## src/rtl/btn_debounce.sv

```systemverilog
// btn_debounce: push-button conditioning for the button CSR and interrupt controller.
// Each lane synchronises its raw pin, filters bounce with a run-length counter, and
// emits a stable level plus registered one-cycle press/release pulses. Enabled edges
// are latched into sticky pending bits whose OR drives a level interrupt.
//
// Lane FSM
//   state      | meaning
//   -----------+-----------------------------------------------------------------
//   ST_STABLE  | synchronised pin equals debounced level; counter held at zero
//   ST_COUNT   | pin differs from level; counter tracks consecutive mismatch cycles
//
// The level flips on the DebounceCycles-th consecutive mismatch cycle. Any cycle in
// which the pin agrees with the level again drops the lane back to ST_STABLE with
// no pulse, so a glitch shorter than DebounceCycles never reaches the output.
module btn_debounce #(
    parameter int BtnWidth       = 4,
    parameter int SyncStages     = 2,
    parameter int DebounceCycles = 1_000_000
) (
    input  logic                clk,
    input  logic                reset,
    input  logic [BtnWidth-1:0] btn_in,
    input  logic [BtnWidth-1:0] rise_en,
    input  logic [BtnWidth-1:0] fall_en,
    input  logic [BtnWidth-1:0] pending_clr,
    output logic [BtnWidth-1:0] btn_out,
    output logic [BtnWidth-1:0] btn_rise,
    output logic [BtnWidth-1:0] btn_fall,
    output logic [BtnWidth-1:0] pending,
    output logic                irq
);

    // Counter only has to reach DebounceCycles-1, where the lane toggles and clears it.
    localparam int              CntW    = $clog2(DebounceCycles);
    localparam logic [CntW-1:0] CntLast = CntW'(DebounceCycles - 1);
    localparam logic [CntW-1:0] CntOne  = CntW'(1);

    typedef enum logic {
        ST_STABLE = 1'b0,
        ST_COUNT  = 1'b1
    } lane_state_t;

    genvar i;
    generate
        for (i = 0; i < BtnWidth; i++) begin : g_lane
            logic [SyncStages-1:0] sync_q;
            logic                  sync_lvl;
            lane_state_t           state;
            logic [CntW-1:0]       cnt;
            logic                  lvl_q;
            logic                  rise_q;
            logic                  fall_q;
            logic                  pend_q;

            // Metastability filter: shift the raw pin through SyncStages flops.
            always_ff @(posedge clk or negedge reset) begin
                if (!reset) begin
                    sync_q <= '0;
                end else begin
                    sync_q <= {sync_q[SyncStages-2:0], btn_in[i]};
                end
            end

            assign sync_lvl = sync_q[SyncStages-1];

            // Debounce FSM: count consecutive mismatches, toggle level and pulse on the last one.
            always_ff @(posedge clk or negedge reset) begin
                if (!reset) begin
                    state  <= ST_STABLE;
                    cnt    <= '0;
                    lvl_q  <= 1'b0;
                    rise_q <= 1'b0;
                    fall_q <= 1'b0;
                end else begin
                    rise_q <= 1'b0;
                    fall_q <= 1'b0;
                    case (state)
                        ST_STABLE: begin
                            if (sync_lvl != lvl_q) begin
                                state <= ST_COUNT;
                                cnt   <= CntOne;
                            end else begin
                                cnt   <= '0;
                            end
                        end
                        ST_COUNT: begin
                            if (sync_lvl == lvl_q) begin
                                state <= ST_STABLE;
                                cnt   <= '0;
                            end else if (cnt == CntLast) begin
                                lvl_q  <= ~lvl_q;
                                rise_q <= ~lvl_q;
                                fall_q <= lvl_q;
                                state  <= ST_STABLE;
                                cnt    <= '0;
                            end else begin
                                cnt <= cnt + CntOne;
                            end
                        end
                        default: begin
                            state <= ST_STABLE;
                            cnt   <= '0;
                        end
                    endcase
                end
            end

            // Sticky pending bit: enabled edge sets it, clear strobe drops it, set wins.
            always_ff @(posedge clk or negedge reset) begin
                if (!reset) begin
                    pend_q <= 1'b0;
                end else begin
                    pend_q <= (pend_q & ~pending_clr[i])
                            | (rise_q & rise_en[i])
                            | (fall_q & fall_en[i]);
                end
            end

            assign btn_out[i]  = lvl_q;
            assign btn_rise[i] = rise_q;
            assign btn_fall[i] = fall_q;
            assign pending[i]  = pend_q;
        end
    endgenerate

    assign irq = |pending;

endmodule

```

## config.mk

```make
export PLATFORM = sky130hd
export DESIGN_NAME = btn_debounce
export DESIGN_NICKNAME = d
export VERILOG_FILES = /design/src/rtl/btn_debounce.sv
export SDC_FILE = /design/constraint.sdc
export NUM_CORES = 1
export LEC_CHECK = 0
export ABC_CLOCK_PERIOD_IN_PS = 2000
export CAP_MARGIN = 20
export CORE_ASPECT_RATIO = 1.25
export CORE_MARGIN = 2
export CORE_UTILIZATION = 53
export DETAILED_ROUTE_END_ITERATION = 12
export PLACE_DENSITY_LB_ADDON = 0.2
export SLEW_MARGIN = 15
export SYNTH_ARGS = -nofsm -noshare
export SYNTH_HDL_FRONTEND = slang
export SYNTH_SLANG_ARGS = --single-unit
```

## constraint.sdc

```tcl
create_clock -name clk -period 2 [get_ports clk]
set_input_delay 0.4 -clock clk [delete_from_list [all_inputs] [get_ports clk]]
set_output_delay 0.4 -clock clk [all_outputs]
set_load 0.005 [all_outputs]
```

After elaboration in Yosys (flattened, before gate mapping)
Index checks and enable logic that the tools add are counted.

Register bits: 108. Bits of input ports: 18. Output and inout port bits: 17. Word-level logic and storage cells: 141.

$add $sub $neg: 4. Equal/unequal tests: 12. Mux-type cells: 56. Bitwise operators: 36. Reductions and logical operators: 5.

Operators with widths (count): two-way mux 20 bit (8); case mux 20 bit (2 select lines) (4); adder 20 x 1 -> 20 bit, second input constant (4); equality test 20 bit, second input constant (4); two-way mux 1 bit (40); inverter 1 bit (16); bitwise AND 1 bit (12); AND reduction 3 bit (4); bitwise OR 1 bit (8); case mux 1 bit (2 select lines) (4); equality test 1 bit (4); inequality test 1 bit (4); OR reduction 4 bit (1).

Depth between registers and ports, before layout
Depth after elaboration: 4. Depth in mapped cells: 7. Mapped depth without buffers: 5.

Worst setup path after synthesis
OpenSTA, ideal clock, no wires.

Kind: reg-to-reg. Start point: register g_lane[2].cnt[6]. End point: register g_lane[2].lvl_q. Library setup time: 0.126 ns. Data arrival time: 2.067 ns. Required time: 1.874 ns. Path slack: -0.193 ns. Cell stages (with the launch flop): 5. Buffers on the path: 0. Period minus slack after synthesis: 2.193 ns. Path through: dfrtp_1 > or4b_1 > or4_1 > or4b_4 > xnor2_2.

Cells in the longest elaborated chain, start to end: 2.

Ends and longest elaborated chain: start: declaration (line 49) `logic [CntW-1:0] cnt;`; start signal: assignment (line 81) `cnt <= CntOne;`; start signal: assignment (line 97) `cnt <= cnt + CntOne;`; equality test 20 bit (line 90) `end else if (cnt == CntLast) begin`; AND reduction 3 bit (no line); end signal: assignment (line 91) `lvl_q <= ~lvl_q;`; end: declaration (line 50) `logic lvl_q;`.

Every way passes these cells. A chain may end at the register's enable or synchronous reset.

Final worst setup path
Start point: register g_lane[2].cnt[8]. End point: register g_lane[2].lvl_q.

Same word-level chain as after synthesis.

==> flow_metrics.py <==
metrics = {
    "outcome": {
        "outcome": "finished, violations left",
        "violations": "negative setup slack",
    },
    "routing": {
        "ant_nets": 0,
        "vias": 3832,
        "drt_iter0_markers": 165,
        "finalWirelength_um": 9770,
        "vias_per_cell": 5.61,
        "firstDrtPassIters": 4,
        "wl_per_cell_um": 14.3,
        "route.detailed.drc": 0,
    },
    "power_and_ir_drop": {
        "p_total_mw": 4.44,
        "p_switching_uw": 950,
        "p_clk_frac": 0.442,
        "pwr-share-comb": 0.051,
        "cellLeakagePower_nw": 2.40,
        "switching_share": 0.214,
        "peakVddDrop_v": 0.000421,
        "intPower_mw": 3.49,
        "powerDensity_nw_per_um2": 733,
        "seqPwrFrac": 0.507,
    },
    "logic_synthesis": {
        "ys_ff_latch": 108,
        "yosys-top-cells-count": "dfrtp_1, nor2_1, nand3_1, a21oi_1, xor2_1",
        "avgSynthCellArea_um2": 10.0,
        "synthAdderAreaFrac": 0.00986,
        "synth_most_common_cell": "dfrtp_1",
        "syn-cell-area_um2": 5070,
        "muxShareOfSynthArea": 0.00222,
        "synth-xor-area-share": 0.0912,
        "syn-num-nets": 528,
        "synth_cells": 506,
        "yosys.area_share.simple": 0.225,
        "ys_seq_area_frac": 0.533,
        "synth_top_family_by_area": "simple AND/OR/NAND/NOR gates",
        "synth.distinct_cells": 41,
        "synth_top_cell_area_share": 0.533,
        "synthArstFlopShare": 1.00,
        "ys.flop_type": "dfrtp_1",
        "synth_edf_count": 0,
        "ys_warn_count": 0,
        "synth.top_cells.by_area": "dfrtp_1, xor2_1, xnor2_1",
        "yosysTopAreaCell": "dfrtp_1",
        "synth_compound_area_frac": 0.0853,
    },
    "critical_path": {
        "worstPathMaxFanout": 3,
        "critPathCaptureType": "flip-flop",
        "cp_slowest_cell": "or4b_4",
        "cp-startpoint": "g_lane[2].cnt[8]",
        "worstSetupPathDepth": 4,
        "rr_worst_depth": 4,
        "cpPeakStageDelay_ns": 0.53,
        "criticalPathCategory": "reg2reg",
        "rrSetupSlack_ns": -0.12,
        "required_ns": 2.23,
        "r2r_start": "g_lane[2].cnt[8]",
        "critPathBufInv": 0,
        "start_kind": "flip-flop",
        "crit_family": "simple AND/OR/NAND/NOR gates",
        "crit_arrival_ns": 2.35,
        "path_cells": "or4b_1 > or4_4 > or4b_4 > xnor2_2",
        "worst_r2r_endpoint": "g_lane[2].lvl_q",
    },
    "floorplanning": {
        "initial_utilization": 0.550,
        "die_w_um": 91.5,
        "num_rows": 39,
        "dieArea_um2": 10400,
        "coreArea_um2": 9220,
        "ioPinCount": 35,
        "die_h_um": 113,
    },
    "finish": {
        "fin_cells": 683,
        "diodes": 0,
        "postLayoutCoreUtil": 0.656,
        "final_area_um2": 6050,
        "nNetsFinal": 577,
        "drive_gt1_frac": 0.127,
        "syn2layout_area_growth_pct": 19.3,
    },
    "place": {
        "port_buffers": 34,
        "dp.cells": 665,
        "dpl.hpwl_um": 6670,
        "placed_area_um2": 5660,
        "gp_congestion": 0.821,
    },
    "sta": {
        "holdWs_ns": 0.0904,
        "timing.final.hold_violations": 0,
        "worst_slew_pin_slew_ns": 0.582,
        "worst_slack_ns": -0.116,
        "min_period_over_period": 1.06,
        "fmax_mhz": 473,
        "relSlewSlack": 0.612,
        "fin_skew_ns": 0.00616,
        "rsz0062_at_grt": "yes",
        "slew_viol_final": 0,
        "setup_viol": 3,
        "min_period_ns": 2.12,
    },
    "clocking": {
        "clk_pin_slew_ns": 0.07,
        "cts-root-buf": "clkbuf_16",
        "cts_num_sinks": 108,
        "h-tree-depth": 3,
        "clockBufferDepth": 2,
        "cts_made_buffers": 9,
        "clock_latency_ns": 0.35,
        "cts_tree": "yes",
    },
    "grt": {
        "grt_pass1_vias": 3740,
        "antenna_found_initial": 0,
        "grt_pass1_wl_um": 16900,
        "grt_usage": 0.202,
        "grt_max_degree": 109,
        "grt_overflow": 0,
    },
    "worst_hold_path": {
        "min-delay-path-class": "in2async",
    },
    "run": {
        "drv_cap": 0,
    },
}
## cell type report
| cell class | count | area [um2] |
|---|---|---|
| fillers | 721 | 3170 |
| flip-flops and latches | 108 | 2700 |
| multi-input cells | 342 | 2140 |
| repair buffers | 72 | 639 |
| clock buffers | 11 | 253 |
| well taps | 123 | 154 |
| clock inverters | 5 | 82.6 |
| inverters | 22 | 82.6 |
## through the flow
step                      TNS (ns)  setup slack, ns
after CTS                   -0.165           -0.121
after floorplan            -0.0908          -0.0908
after detailed placement    -0.221           -0.138
final                       -0.180           -0.116
after global placement      -0.121           -0.107
after global routing        -0.518           -0.152
## cells by family after synthesis
kind of cell / count (synthesis)
AND/OR/NAND/NOR: 210
multiplexers: 1
AO/OA/AOI/OAI: 75
XOR/XNOR: 52
adder cells (fa/ha/maj): 4
buffers and inverters: 56
flip-flops: 108
## what timing repair did
item / in CTS / in global routing
gates resized for setup: 2 / 14
pin swaps: 0 / 5
buffers inserted: 0 / 1
endpoints found under the setup margin: 3 / 42
cloned: 0 / 1
hold buffers: 0 / 0
## state kept, by name, summed over array words and instances (netlist names)
signal and count:
g_lane.fall_q 4, g_lane.cnt 80, g_lane.rise_q 4, g_lane.pend_q 4, g_lane.lvl_q 4, g_lane.state 4, g_lane.sync_q 8
## layout by cell type (no fill, tap or decap), types with 4 or more instances in the layout
cell type / synthesis / layout
nand2_1: 24 / 24
inv_1: 22 / 22
o21ai_0: 23 / 23
nand3_1: 29 / 29
dfrtp_1: 108 / 108
or4_1: 17 / 14
nand4_1: 18 / 18
a21oi_1: 27 / 27
clkbuf_16: 0 / 9
xnor2_1: 25 / 25
a22oi_1: 4 / 4
buf_4: 16 / 37
xor2_1: 26 / 26
o31ai_1: 13 / 13
clkdlybuf4s50_1: 0 / 33
nor3_1: 8 / 8
or3_1: 17 / 16
nor2_1: 57 / 57
nor4_1: 9 / 9
and4_1: 8 / 6
## worst register-to-register path, stage by stage (launching register included)
cell	delay, ns
dfrtp_1	0.38
or4b_1	0.51
or4_4	0.44
or4b_4	0.53
xnor2_2	0.15
## layer usage
metal | vias to the layer above | wire, um | global-route usage
met2 | 69 | 4780 | 0.333
met4 | 0 | 220 | 0.0980
li1 | 1866 | - | -
met5 | - | 0 | 0
met1 | 1880 | 4420 | 0.260
met3 | 17 | 343 | 0.0337
## power by group through the flow
stage / registers, mW / logic (mW) / clock network [mW]
after floorplan: 2.29 / 0.0906 / 0
after global placement: 2.29 / 0.217 / 0
after detailed placement: 2.29 / 0.223 / 0
after CTS: 2.25 / 0.224 / 2.00
after global routing: 2.25 / 0.256 / 2.08
final: 2.25 / 0.226 / 1.96
## worst max path at each step
stage	slack, ns	to
3_5_place_dp	-0.14	g_lane[2].lvl_q
3_3_place_gp	-0.11	g_lane[2].lvl_q
2_1_floorplan	-0.09	g_lane[2].lvl_q
5_1_grt	-0.15	g_lane[2].lvl_q
6_report	-0.12	g_lane[2].lvl_q
4_1_cts	-0.12	g_lane[2].lvl_q
(Power assumes the default switching activity.)
